--- config.mk ---
export PLATFORM = sky130hd
export DESIGN_NAME = ble_pad_decoder
export DESIGN_NICKNAME = d
export VERILOG_FILES = /design/src/rtl/ble_pad_decoder.sv
export SDC_FILE = /design/constraint.sdc
export NUM_CORES = 1
export LEC_CHECK = 0
export ABC_AREA = 1
export CAP_MARGIN = 20
export CORE_UTILIZATION = 25
export DETAILED_ROUTE_END_ITERATION = 7
export DONT_BUFFER_PORTS = 1
export PLACE_DENSITY = 0.5
export SLEW_MARGIN = 20
export SYNTH_ARGS = -nofsm -noshare
export SYNTH_HDL_FRONTEND = slang
export SYNTH_SLANG_ARGS = --single-unit
--- constraint.sdc ---
create_clock -name clk_in -period 1.6 [get_ports clk_in]
set_input_delay 0.08 -clock clk_in [delete_from_list [all_inputs] [get_ports clk_in]]
set_output_delay 0.08 -clock clk_in [all_outputs]
set_load 0.05 [all_outputs]
--- src/rtl/ble_pad_decoder.sv ---
// Bluefruit control-pad packet decoder: frames "!B<id><press><chk>",
// validates the checksum and hands one button event per good packet.
module ble_pad_decoder #(
    parameter int unsigned TIMEOUT_CYCLES = 7425000,
    parameter int unsigned CNT_W          = 8
) (
    input  logic             clk_in,
    input  logic             rst_n_in,
    input  logic [7:0]       byte_in,
    input  logic             byte_valid_in,
    output logic             cmd_valid_out,
    input  logic             cmd_ready_in,
    output logic [2:0]       cmd_button_out,
    output logic             cmd_pressed_out,
    output logic [7:0]       button_state_out,
    output logic [CNT_W-1:0] crc_err_count_out,
    output logic [CNT_W-1:0] drop_count_out,
    output logic             busy_out
);

    localparam int unsigned TMO_W = $clog2(TIMEOUT_CYCLES + 1);
    localparam logic [TMO_W-1:0] TMO_MAX = TMO_W'(TIMEOUT_CYCLES);

    typedef enum logic [2:0] {
        S_IDLE,
        S_BANG,
        S_TYPE,
        S_ID,
        S_CHK
    } state_e;

    state_e           state_q, state_d;
    logic [7:0]       sum_q, sum_d;
    logic [2:0]       id_q, id_d;
    logic             press_q, press_d;
    logic [TMO_W-1:0] tmo_q, tmo_d;

    logic             valid_q, valid_d;
    logic [2:0]       btn_q, btn_d;
    logic             prs_q, prs_d;
    logic [7:0]       held_q, held_d;
    logic [CNT_W-1:0] crc_q, crc_d;
    logic [CNT_W-1:0] drop_q, drop_d;

    logic             good;
    logic             bad;
    logic             fire;

    // Packet framing FSM, running sum and inter-byte timeout
    always_comb begin
        state_d = state_q;
        sum_d   = sum_q;
        id_d    = id_q;
        press_d = press_q;
        tmo_d   = '0;
        good    = 1'b0;
        bad     = 1'b0;
        if (byte_valid_in) begin
            unique case (state_q)
                S_IDLE: begin
                    if (byte_in == 8'h21) begin
                        state_d = S_BANG;
                        sum_d   = 8'h21;
                    end
                end
                S_BANG: begin
                    if (byte_in == 8'h42) begin
                        state_d = S_TYPE;
                        sum_d   = sum_q + byte_in;
                    end else if (byte_in == 8'h21) begin
                        state_d = S_BANG;
                        sum_d   = 8'h21;
                    end else begin
                        state_d = S_IDLE;
                    end
                end
                S_TYPE: begin
                    if (byte_in >= 8'h31 && byte_in <= 8'h38) begin
                        state_d = S_ID;
                        id_d    = byte_in[2:0] - 3'd1;
                        sum_d   = sum_q + byte_in;
                    end else if (byte_in == 8'h21) begin
                        state_d = S_BANG;
                        sum_d   = 8'h21;
                    end else begin
                        state_d = S_IDLE;
                    end
                end
                S_ID: begin
                    if (byte_in == 8'h30 || byte_in == 8'h31) begin
                        state_d = S_CHK;
                        press_d = byte_in[0];
                        sum_d   = sum_q + byte_in;
                    end else if (byte_in == 8'h21) begin
                        state_d = S_BANG;
                        sum_d   = 8'h21;
                    end else begin
                        state_d = S_IDLE;
                    end
                end
                S_CHK: begin
                    state_d = S_IDLE;
                    if (byte_in == ~sum_q) good = 1'b1;
                    else                   bad  = 1'b1;
                end
                default: state_d = S_IDLE;
            endcase
        end else if (state_q != S_IDLE) begin
            if (tmo_q >= TMO_MAX) state_d = S_IDLE;
            else                  tmo_d   = tmo_q + 1'b1;
        end
    end

    // One-deep event slot, held-button map and saturating debug counters
    always_comb begin
        fire    = valid_q & cmd_ready_in;
        valid_d = valid_q & ~fire;
        btn_d   = btn_q;
        prs_d   = prs_q;
        held_d  = held_q;
        crc_d   = crc_q;
        drop_d  = drop_q;
        if (good) begin
            held_d[id_q] = press_q;
            if (!valid_q || fire) begin
                valid_d = 1'b1;
                btn_d   = id_q;
                prs_d   = press_q;
            end else if (drop_q != '1) begin
                drop_d = drop_q + 1'b1;
            end
        end
        if (bad && crc_q != '1) crc_d = crc_q + 1'b1;
    end

    // State registers, all cleared by the asynchronous reset
    always_ff @(posedge clk_in or negedge rst_n_in) begin
        if (!rst_n_in) begin
            state_q <= S_IDLE;
            sum_q   <= '0;
            id_q    <= '0;
            press_q <= 1'b0;
            tmo_q   <= '0;
            valid_q <= 1'b0;
            btn_q   <= '0;
            prs_q   <= 1'b0;
            held_q  <= '0;
            crc_q   <= '0;
            drop_q  <= '0;
        end else begin
            state_q <= state_d;
            sum_q   <= sum_d;
            id_q    <= id_d;
            press_q <= press_d;
            tmo_q   <= tmo_d;
            valid_q <= valid_d;
            btn_q   <= btn_d;
            prs_q   <= prs_d;
            held_q  <= held_d;
            crc_q   <= crc_d;
            drop_q  <= drop_d;
        end
    end

    assign cmd_valid_out     = valid_q;
    assign cmd_button_out    = btn_q;
    assign cmd_pressed_out   = prs_q;
    assign button_state_out  = held_q;
    assign crc_err_count_out = crc_q;
    assign drop_count_out    = drop_q;
    assign busy_out          = (state_q != S_IDLE);

endmodule

==> run summary, run 1 <==
* **number of flops mapped to enable cells by yosys** 0
* **worst-case hold slack** -0.5639 ns
* **Peak supply drop** 0.0004202 V
* **area used by multi-input combinational logic** 2442 um2
* **final layout net count** 684
* **number of standard cells after synthesis** 553
* **most common cell after layout, fill and taps aside** sky130_fd_sc_hd__nand2_1
* **wire length of the first global-routing pass** 18110 um
* **element type at the critical path end** register
* **TritonRoute pass-1 iters** 4
* **clock transition time at the flip-flop clock pins of the worst setup and hold paths** 0.06 ns
* **# H-tree levels** 3
* **number of design rule violations left after detail routing** 0
* **final period utilization** 111.3%
* **area of all sequential standard cells** 1687 um2
* **starting density of the core** 25.65%
* **violated checks** hold timing, setup timing
* **kind of critical path** register to register
* **total wirelength of the detailed-routed design** 11180 um
* **number of cells traversed by the worst register-to-register path** 11
* **antenna diode count** 0
* **worst skew pair latency** 0.33 ns
* **achievable frequency** 0.5616 GHz
* **cell-by-cell listing of the critical path** ha_4 -> nand2_4 -> nor2_4 -> nand2_4 -> nor3_4 -> buf_6 -> nand3_4 -> nor2_1 -> nand2_1 -> nand2_1 -> inv_1
* **core region area** 15940 um2
* **number of antenna violations at the first check in global routing** 0
* **setup slack of the worst register-to-register path** -0.18 ns
* **endpoint of the worst-slack reg-to-reg timing path** drop_count_out[4]
* **worst-path fanout max** 7
* **Slew @ Worst Pin** 0.5266 ns
* **number of hold-repair buffers added at the cts stage** 2
* **fraction of final layout cells sized beyond drive strength 1** 31.16%
* **maximum number of pins on one net before global-route repair** 68
* **share of synthesized area occupied by flip-flops and latches** 41.00%
* **Seq cells post-synth** 67
* **Fin. Hold Viols** 67
* **WL per Instance** 12.75 um
* **Avg Inst Size Synth** 7.394 um2
* **final setup violation count** 26
* **type of the tightest min-delay check** input pin to async pin
* **final setup skew** 0.005416 ns
* **time the final worst path needs with I/O delays and setup** 1.781 ns
* **count of routing violations after the opening detailed-route iteration** 141
* **final total negative setup slack** -2.617 ns
* **row cnt** 46
* **via density per instance** 4.373
* **slowest cell on the critical path** sky130_fd_sc_hd__dfrtp_1
* **Overall Global Routing Usage** 13.82%
* **CP max stage delay** 0.40 ns
* **CTS tree** built
* **final worst slack** -0.1805 ns
* **die area** 16870 um2
* **final core area utilization** 36.13%
* **GRT overflow** 0
* **net count after synthesis** 581
* **relative max-transition margin** 64.89%
* **filler cell count in the final layout** 1648
* **data arrival time of the critical path** 2.01 ns
* **final slew viol count** 0
* **startpoint class of the critical path** register
* **number of distinct standard cells referenced by the synthesized netlist** 35
* **Horiz. Die Dim** 129.9 um
* **worst endpoint required time** 1.83 ns
* **Port Buffer Count** 0
* **Post-Synthesis Cell Area** 4089 um2
* **die height** 129.9 um
* **proportion of netlist area held by the largest area contributor** 41.00%
* **top cells by area in the synthesized netlist** sky130_fd_sc_hd__dfrtp_1 41%, sky130_fd_sc_hd__nand2_1 15%, sky130_fd_sc_hd__inv_1 7.4%
* **unrepaired setup endpoints after global routing** true
* **status** complete, but fails checks
* **power per cell area** 766.5 nW/um2
* **area growth from synthesis to layout** 40.88%
* **library cell used as clock root buffer** sky130_fd_sc_hd__clkbuf_16
* **cell leakage power** 2.831 nW
* **TritonCTS Buffers** 9
* **number of buffers on the longest clock path** 2
* **number of warnings issued by yosys** 0
* **RD Place Congestion** 0.8329
* **total via count in the routed design** 3835
* **vias in the first global route** 3766
* **startpoint of the most critical register-to-register path** sum_q[4]
* **dominant cell type by area after synthesis** sky130_fd_sc_hd__dfrtp_1
* **number of antenna-violating nets in the routed design** 0
* **family of cells with the greatest summed delay on the critical path** simple AND/OR/NAND/NOR gates
* **commonest non-fill, non-tap cells in the layout** 149 x sky130_fd_sc_hd__nand2_1, 86 x sky130_fd_sc_hd__buf_4, 74 x sky130_fd_sc_hd__inv_1
* **async set-or-reset flop fraction in the synthesized netlist** 100.0%
* **number of buffers and inverters on the critical path** 2
* **Sinks on Clock Net** 67
* **count of maximum capacitance violations** 0
* **half-perimeter wire length after placement** 8004 um
* **number of primary I/O pins** 42
* **top flip-flop cell by instance count after synthesis** sky130_fd_sc_hd__dfrtp_1
[state kept, by name (all words and copies together) (netlist names)]
signal / count
press_q: 1
cmd_button_out: 3
crc_err_count_out: 8
cmd_pressed_out: 1
id_q: 3
drop_count_out: 8
tmo_q: 23
sum_q: 8
cmd_valid_out: 1
button_state_out: 8
state_q: 3
[per-layer routing]
| layer | track usage [%] | wire (um) | up-vias | part of all wire [%] |
|---|---|---|---|---|
| met5 | 0 | 0 | - | 0 |
| met4 | 4.993 | 162 | 0 | 1.4 |
| met3 | 5.248 | 682 | 15 | 6.1 |
| met2 | 21.64 | 5284 | 84 | 47 |
| met1 | 17.31 | 5054 | 1796 | 45 |
| li1 | - | - | 1940 | - |
[kinds of logic after synthesis]
| group | synth area share [%] |
|---|---|
| AOI/OAI and AO/OA | 3.642 |
| and+or+nand+nor | 36.60 |
| buffers and inverters | 8.140 |
| xor gates and xnor gates | 5.539 |
| adders and majority gates | 5.080 |
| DFF | 41.00 |
[cells in the mapped netlist (4+ instances only)]
library cell,n
sky130_fd_sc_hd__nand2_1,167
sky130_fd_sc_hd__inv_1,81
sky130_fd_sc_hd__dfrtp_1,67
sky130_fd_sc_hd__nor2_1,67
sky130_fd_sc_hd__nand3_1,42
sky130_fd_sc_hd__nand4_1,19
sky130_fd_sc_hd__ha_1,15
sky130_fd_sc_hd__xnor2_1,14
sky130_fd_sc_hd__o21ai_0,10
sky130_fd_sc_hd__xor2_1,10
sky130_fd_sc_hd__a21oi_1,7
sky130_fd_sc_hd__nor2_2,7
sky130_fd_sc_hd__nor3_1,7
sky130_fd_sc_hd__nor2_4,4
sky130_fd_sc_hd__o21ai_1,4
[per-stage QoR]
stage | cell area [um2] | setup WS [ns] | std cells | power (mW) | hold WS [ns]
6_report | 5761 | -0.1805 | 877 | 4.415 | -0.5639
5_1_grt | 5761 | -0.3244 | 877 | 4.619 | -0.5854
4_1_cts | 5423 | -0.1576 | 859 | 4.416 | -0.5758
3_5_place_dp | 4920 | -0.2846 | 832 | 2.266 | -0.2128
3_3_place_gp | 4920 | -0.2295 | 832 | 2.263 | -0.2129
2_1_floorplan | 4172 | -0.1159 | 553 | 2.067 | -0.2156
[worst max path at each step]
stage,slack [ns],end,from,cells past startpoint
after floorplan,-0.12,drop_count_out[6],sum_q[4],10
after global placement,-0.23,drop_count_out[3],sum_q[5],10
after detailed placement,-0.28,drop_count_out[4],sum_q[5],10
after CTS,-0.16,drop_count_out[4],sum_q[3],11
after global routing,-0.32,button_state_out[0],sum_q[3],11
final,-0.18,drop_count_out[4],sum_q[4],11
[cell type report]
| type | count | share of cell area [%] |
|---|---|---|
| Multi-Input combinational cell | 399 | 42.40 |
| Sequential cell | 67 | 29.28 |
| Timing Repair Buffer | 95 | 12.99 |
| Inverter | 84 | 5.517 |
| Tap cell | 216 | 4.692 |
| Clock buffer | 11 | 4.214 |
| Clock inverter | 5 | 0.9123 |
[power breakdown]
| part | internal [mW] | switching, mW | total (mW) |
|---|---|---|---|
| Clock | 1.24 | 0.758 | 2.00 |
| Sequential | 1.71 | 0.0165 | 1.73 |
| Combinational | 0.307 | 0.378 | 0.685 |
| Total | 3.26 | 1.15 | 4.42 |
[repair_timing]
action,CTS,global route
setup buffers,9,20
pin swaps,17,47
gates resized for setup,27,62
hold endpoints to repair,72,67
endpoints found under the setup margin,31,64
No activity file was read; power rests on OpenSTA's default activity.
==> inputs of run 2 (changes only) <==
--- a/config.mk
+++ b/config.mk
@@ -5,12 +5,13 @@
 export SDC_FILE = /design/constraint.sdc
 export NUM_CORES = 1
 export LEC_CHECK = 0
-export ABC_AREA = 1
+export ABC_AREA = 0
 export CAP_MARGIN = 20
 export CORE_UTILIZATION = 25
 export DETAILED_ROUTE_END_ITERATION = 7
 export DONT_BUFFER_PORTS = 1
 export PLACE_DENSITY = 0.5
+export SKIP_CTS_REPAIR_TIMING = 1
 export SLEW_MARGIN = 20
 export SYNTH_ARGS = -nofsm -noshare
 export SYNTH_HDL_FRONTEND = slang
==> run summary, run 2 <==
* **final worst slack** -0.4390 ns, -0.2585 ns
* **unrepaired setup endpoints after global routing** true
* **violated checks** hold timing, setup timing
* **TritonRoute pass-1 iters** 4, unchanged
* **core region area** 14480 um2, -9.2%
* **WL per Instance** 14.66 um, +15%
* **register name with the most flops** tmo_q
* **worst-case hold slack** -0.5600 ns, +0.003926 ns
* **vias in the first global route** 2818, -25%
* **library cell used as clock root buffer** sky130_fd_sc_hd__clkbuf_16
* **Post-Synthesis Cell Area** 3697 um2, -9.6%
* **top flip-flop cell by instance count after synthesis** sky130_fd_sc_hd__dfrtp_1
* **power per cell area** 892.2 nW/um2, +16%
* **Port Buffer Count** 0, unchanged
* **Avg Inst Size Synth** 10.56 um2, +43%
* **row cnt** 44, -4.3%
* **Seq cells post-synth** 67, unchanged
* **fraction of final layout cells sized beyond drive strength 1** 49.35%, +18 points
* **most used standard cells in the synthesized netlist** 67 x sky130_fd_sc_hd__dfrtp_1, 35 x sky130_fd_sc_hd__nor2_1, 29 x sky130_fd_sc_hd__nand2_1
* **starting density of the core** 25.54%, -0.11 points
* **startpoint class of the critical path** register
* **achievable frequency** 0.4904 GHz, -13%
* **most common cell after layout, fill and taps aside** sky130_fd_sc_hd__buf_4
* **number of warnings issued by yosys** 0, unchanged
* **wire length of the first global-routing pass** 13960 um, -23%
* **TritonCTS Buffers** 9, unchanged
* **number of design rule violations left after detail routing** 0, unchanged
* **die height** 123.6 um, -4.8%
* **number of antenna violations at the first check in global routing** 0, unchanged
* **Total Power** 5.024 mW, +14%
* **async set-or-reset flop fraction in the synthesized netlist** 100.0%, unchanged
* **total via count in the routed design** 3007, -22%
* **time the final worst path needs with I/O delays and setup** 2.039 ns, +0.2585 ns
* **Slew @ Worst Pin** 0.4774 ns, -0.04917 ns
* **dominant cell type by area after synthesis** sky130_fd_sc_hd__dfrtp_1
* **final setup violation count** 62, +140%
* **count of routing violations after the opening detailed-route iteration** 167, +18%
* **count of maximum capacitance violations** 0, unchanged
* **cell with the most instances after synthesis** sky130_fd_sc_hd__dfrtp_1
* **top cells by area in the synthesized netlist** sky130_fd_sc_hd__dfrtp_1 45%, sky130_fd_sc_hd__xor2_1 5.2%, sky130_fd_sc_hd__ha_1 5.1%
* **clock transition time at the flip-flop clock pins of the worst setup and hold paths** 0.05 ns, about the same
* **element type at the critical path end** register
* **max FFs per register** 23, unchanged
* **die area** 15280 um2, -9.4%
* **relative max-transition margin** 68.17%, +3.3 points
* **final period utilization** 127.4%, +16 points
* **antenna diode count** 0, unchanged
* **number of distinct standard cells referenced by the synthesized netlist** 60, +71%
* **number of antenna-violating nets in the routed design** 0, unchanged
* **final core area utilization** 38.89%, +2.8 points
* **area growth from synthesis to layout** 52.28%
* **final slew viol count** 0, unchanged
* **number of primary I/O pins** 42, unchanged
* **number of flops mapped to enable cells by yosys** 0, unchanged
* **Overall Global Routing Usage** 11.96%, -1.9 points
* **data arrival time of the critical path** 2.25 ns, +0.24 ns
* **total wirelength of the detailed-routed design** 9441 um, -16%
* **status** complete, but fails checks
* **worst-path fanout max** 4, -3
* **number of standard cells after synthesis** 350, -37%
* **number of buffers on the longest clock path** 2, unchanged
* **proportion of netlist area held by the largest area contributor** 45.35%, +4.3 points
* **maximum number of pins on one net before global-route repair** 68, unchanged
* **RD Place Congestion** 0.7891, -5.3%
* **# H-tree levels** 3, unchanged
* **net count after synthesis** 378, -35%
* **final layout net count** 483, -29%
* **final setup skew** 0.005058 ns, -0.0003577 ns
* **kind of critical path** register to register
* **half-perimeter wire length after placement** 6371 um, -20%
* **CTS tree** built
* **GRT overflow** 0, unchanged
* **Sinks on Clock Net** 67, unchanged
* **cell leakage power** 2.427 nW, -14%
* **Horiz. Die Dim** 123.6 um, -4.8%
* **worst endpoint required time** 1.81 ns, -0.02 ns
* **Fin. Hold Viols** 67, unchanged
* **via density per instance** 4.669, +6.8%
* **share of synthesized area occupied by flip-flops and latches** 45.35%, +4.3 points
* **Peak supply drop** 0.0004429 V, +5.4%
* **type of the tightest min-delay check** input pin to async pin
* **commonest non-fill, non-tap cells in the layout** 85 x sky130_fd_sc_hd__buf_4, 58 x sky130_fd_sc_hd__dfrtp_1, 24 x sky130_fd_sc_hd__nand2_1
* **worst skew pair latency** 0.33 ns, about the same
run 2: report_power, final:
| part | internal, mW | switching, mW |
|---|---|---|
| Combinational | 0.619 | 0.557 |
| Sequential | 1.73 | 0.0339 |
| Clock | 1.35 | 0.729 |
run 2: final cells by class:
class                   count  area (um2)
fillers                  1384        8848
multi-input cells         265        2506
flip-flops and latches     67        1688
repair buffers            100       852.1
well taps                 184       230.2
clock buffers              10       229.0
clock inverters             6       80.08
inverters                  12       45.04
run 2: worst paths after layout:
kind / startpoint / to / slack [ns] / depth (start not counted)
max: sum_q[6] / button_state_out[1] / -0.44 / 7
min: rst_n_in / tmo_q[2] / -0.56 / 0
max reg2reg: sum_q[6] / button_state_out[1] / -0.44 / 7
min reg2reg: tmo_q[22] / tmo_q[22] / 0.54 / 2
max in group asynchronous: rst_n_in / drop_count_out[5] / 2.04 / 0
min in group clk_in: byte_in[0] / sum_q[0] / 0.03 / 2
run 2: critical path: stages (launching register included):
cell,delay [ns]
sky130_fd_sc_hd__dfrtp_1,0.40
sky130_fd_sc_hd__ha_4,0.29
sky130_fd_sc_hd__nand4_1,0.18
sky130_fd_sc_hd__nor4_4,0.28
sky130_fd_sc_hd__buf_4,0.18
sky130_fd_sc_hd__nand2b_4,0.08
sky130_fd_sc_hd__nor3b_4,0.21
sky130_fd_sc_hd__mux2_4,0.31
run 2: metrics by stage:
| stage | setup TNS (ns) | std cells | hold slack, ns | worst slack [ns] | cell area (um2) |
|---|---|---|---|---|---|
| floorplan | -5.938 | 350 | -0.2156 | -0.3363 | 3834 |
| global placement | -11.21 | 601 | -0.2129 | -0.3638 | 4591 |
| detailed placement | -13.05 | 601 | -0.2123 | -0.3958 | 4591 |
| CTS | -15.46 | 617 | -0.5717 | -0.4237 | 4900 |
| global route | -16.68 | 644 | -0.5766 | -0.4957 | 5630 |
| finish | -13.03 | 644 | -0.5600 | -0.4390 | 5630 |
run 2: logic make-up (layout without fill, tap and decap cells):
| kind of cell | count (synthesis) | after routing | synth area share, % |
|---|---|---|---|
| buf+inv | 18 | 128 | 1.996 |
| flops | 67 | 67 | 45.35 |
| compound gates | 50 | 50 | 10.15 |
| simple gates | 142 | 142 | 22.34 |
| mux | 16 | 16 | 4.839 |
| xor+xnor | 41 | 41 | 9.712 |
| fa+ha+maj | 16 | 16 | 5.618 |
run 2: per-layer routing:
metal,up-vias,wire length [um],GRT usage (%)
li1,1465,-,-
met2,46,4546,18.09
met1,1483,4223,15.03
met4,0,175,6.099
met3,13,495,4.075
met5,-,0,0
==> inputs of run 3 (changes only) <==
--- a/config.mk
+++ b/config.mk
@@ -7,10 +7,13 @@
 export LEC_CHECK = 0
 export ABC_AREA = 0
 export CAP_MARGIN = 20
+export CELL_PAD_IN_SITES_DETAIL_PLACEMENT = 0
+export CELL_PAD_IN_SITES_GLOBAL_PLACEMENT = 1
 export CORE_UTILIZATION = 25
 export DETAILED_ROUTE_END_ITERATION = 7
 export DONT_BUFFER_PORTS = 1
-export PLACE_DENSITY = 0.5
+export GPL_TIMING_DRIVEN = 0
+export PLACE_DENSITY = 0.57
 export SKIP_CTS_REPAIR_TIMING = 1
 export SLEW_MARGIN = 20
 export SYNTH_ARGS = -nofsm -noshare
==> run summary, run 3 (synthesis gave the netlist of run 2 again) <==
* **count of maximum capacitance violations** 0, unchanged
* **die height** 123.6 um, unchanged
* **type of the tightest min-delay check** input pin to async pin
* **final setup skew** 0.007784 ns, +0.002726 ns
* **wire length of the first global-routing pass** 12990 um, -6.9%
* **internal power consumption** 3.475 mW, -6.2%
* **clock transition time at the flip-flop clock pins of the worst setup and hold paths** 0.06 ns, about the same
* **data arrival time of the critical path** 2.21 ns, -0.04 ns
* **number of antenna violations at the first check in global routing** 0, unchanged
* **total via count in the routed design** 2801, -6.9%
* **worst-path fanout max** 4, unchanged
* **final setup violation count** 58, -6.5%
* **TritonCTS Buffers** 9, unchanged
* **proportion of power drawn by flip-flops and latches** 38.4%, +3.2 points
* **worst endpoint required time** 1.82 ns, about the same
* **GRT overflow** 0, unchanged
* **total wirelength of the detailed-routed design** 8974 um, -4.9%
* **achievable frequency** 0.5004 GHz, +2.0%
* **WL per Instance** 15.26 um, +4.1%
* **Sinks on Clock Net** 67, unchanged
* **CTS tree** built
* **# H-tree levels** 3, unchanged
* **Slew @ Worst Pin** 0.6251 ns, +0.1477 ns
* **status** complete, but fails checks
* **most common cell after layout, fill and taps aside** sky130_fd_sc_hd__dfrtp_1
* **Peak supply drop** 0.0004790 V, +8.2%
* **die area** 15280 um2, unchanged
* **kind of critical path** register to register
* **number of antenna-violating nets in the routed design** 0, unchanged
* **TritonRoute pass-1 iters** 4, unchanged
* **library cell used as clock root buffer** sky130_fd_sc_hd__clkbuf_16
* **number of buffers on the longest clock path** 2, unchanged
* **violated checks** hold timing, setup timing
* **number of primary I/O pins** 42, unchanged
* **Post-Place Worst Slack** -0.6034 ns, -0.2076 ns
* **number of design rule violations left after detail routing** 0, unchanged
* **max FFs per register** 23, unchanged
* **final layout net count** 428, -11%
* **final worst slack** -0.3986 ns, +0.04044 ns
* **count of routing violations after the opening detailed-route iteration** 101, -40%
* **commonest non-fill, non-tap cells in the layout** 45 x sky130_fd_sc_hd__dfrtp_1, 33 x sky130_fd_sc_hd__buf_4, 25 x sky130_fd_sc_hd__nand2_1
* **final slew viol count** 0, unchanged
* **worst skew pair latency** 0.33 ns, about the same
* **Horiz. Die Dim** 123.6 um, unchanged
* **relative contribution of combinational cells to total power** 19.1%, -4.3 points
* **summed area of non-filler cells in the final layout** 5085 um2, -9.7%
* **Fin. Hold Viols** 67, unchanged
* **filler cell count in the final layout** 1439, +4.0%
* **time the final worst path needs with I/O delays and setup** 1.999 ns, -0.04044 ns
* **cell leakage power** 2.087 nW, -14%
* **register name with the most flops** tmo_q
* **element type at the critical path end** register
* **antenna diode count** 0, unchanged
* **core region area** 14480 um2, unchanged
* **worst-case hold slack** -0.5593 ns, +0.0006370 ns
* **Overall Global Routing Usage** 11.11%, -0.85 points
* **maximum number of pins on one net before global-route repair** 68, unchanged
* **starting density of the core** 25.54%, unchanged
* **area growth from synthesis to layout** 37.53%
* **final period utilization** 124.9%, -2.5 points
* **power per cell area** 921.5 nW/um2, +3.3%
* **Port Buffer Count** 0, unchanged
* **vias in the first global route** 2529, -10%
* **startpoint class of the critical path** register
* **final core area utilization** 35.12%, -3.8 points
* **Clk pwr share** 42.4%, +1.0 points
* **half-perimeter wire length after placement** 5796 um, -9.0%
* **fraction of final layout cells sized beyond drive strength 1** 42.82%, -6.5 points
* **switching pwr** 1.210 mW, -8.3%
* **Post-Place Cell Area** 4064 um2, -11%
* **via density per instance** 4.764, +2.0%
* **row cnt** 44, unchanged
* **fraction of power spent switching nets** 25.83%, -0.43 points
* **relative max-transition margin** 58.32%, -9.8 points
* **RD Place Congestion** 0.7432, -5.8%
* **unrepaired setup endpoints after global routing** true
## run 3: cell count changes in the layout (fill, tap and decap cells not counted), moves of 3 or more
cell	delta
sky130_fd_sc_hd__buf_4	-52
sky130_fd_sc_hd__dfrtp_1	-13
sky130_fd_sc_hd__dfrtp_2	+13
sky130_fd_sc_hd__nor2_4	-10
sky130_fd_sc_hd__nor2_2	+8
sky130_fd_sc_hd__buf_6	-5
sky130_fd_sc_hd__clkinv_2	-3
## run 3: worst paths after layout
path | start | to | slack [ns] | cells after the start
min in group clk_in | byte_in[0] | press_q | 0.03 | 2
max in group asynchronous | rst_n_in | tmo_q[3] | 2.03 | 0
setup / recovery | sum_q[5] | button_state_out[1] | -0.40 | 8
setup reg to reg | sum_q[5] | button_state_out[1] | -0.40 | 8
hold reg to reg | tmo_q[22] | tmo_q[22] | 0.53 | 2
hold / removal | rst_n_in | drop_count_out[5] | -0.56 | 0
## run 3: routing by layer
metal	track usage, %	share of wire [%]
met5	0	0
met1	15.05	47
met2	15.94	47
met3	3.617	4.0
met4	4.970	2.0
## run 3: layout make-up
class                      instances  area, um2  share of cell area [%]
buffer                             6      48.80                  0.9596
multi-input combinational        265       2429                   47.76
sequential                        67       1704                   33.51
clock buffer                      13      260.3                   5.118
tap                              184      230.2                   4.528
inverter                          12      47.55                  0.9350
timing repair buffer              39      330.3                   6.496
clock inverter                     2      35.03                  0.6890
## run 3: power by group through the flow
stage | logic, mW | clock network, mW | registers, mW
after global routing | 0.968 | 2.12 | 1.81
after CTS | 0.570 | 2.04 | 1.80
after global placement | 0.563 | 0 | 1.83
after floorplan | 0.473 | 0 | 1.81
after detailed placement | 0.568 | 0 | 1.82
final | 0.895 | 1.99 | 1.80
## run 3: stage by stage
stage | setup TNS, ns | total power [mW] | instances
finish | -13.56 | 4.686 | 588
global route | -18.68 | 4.893 | 588
CTS | -21.71 | 4.404 | 549
detailed placement | -20.64 | 2.391 | 534
global placement | -19.51 | 2.389 | 534
floorplan | -5.938 | 2.281 | 350
## run 3: worst max-delay path, stage by stage, from the launching register on
cell and delay, ns:
sky130_fd_sc_hd__dfrtp_1 0.40, sky130_fd_sc_hd__ha_4 0.31, sky130_fd_sc_hd__nand4_1 0.12, sky130_fd_sc_hd__buf_4 0.17, sky130_fd_sc_hd__nor4_4 0.12, sky130_fd_sc_hd__buf_4 0.18
sky130_fd_sc_hd__nand2b_4 0.08, sky130_fd_sc_hd__nor3b_2 0.18, sky130_fd_sc_hd__mux2_4 0.31
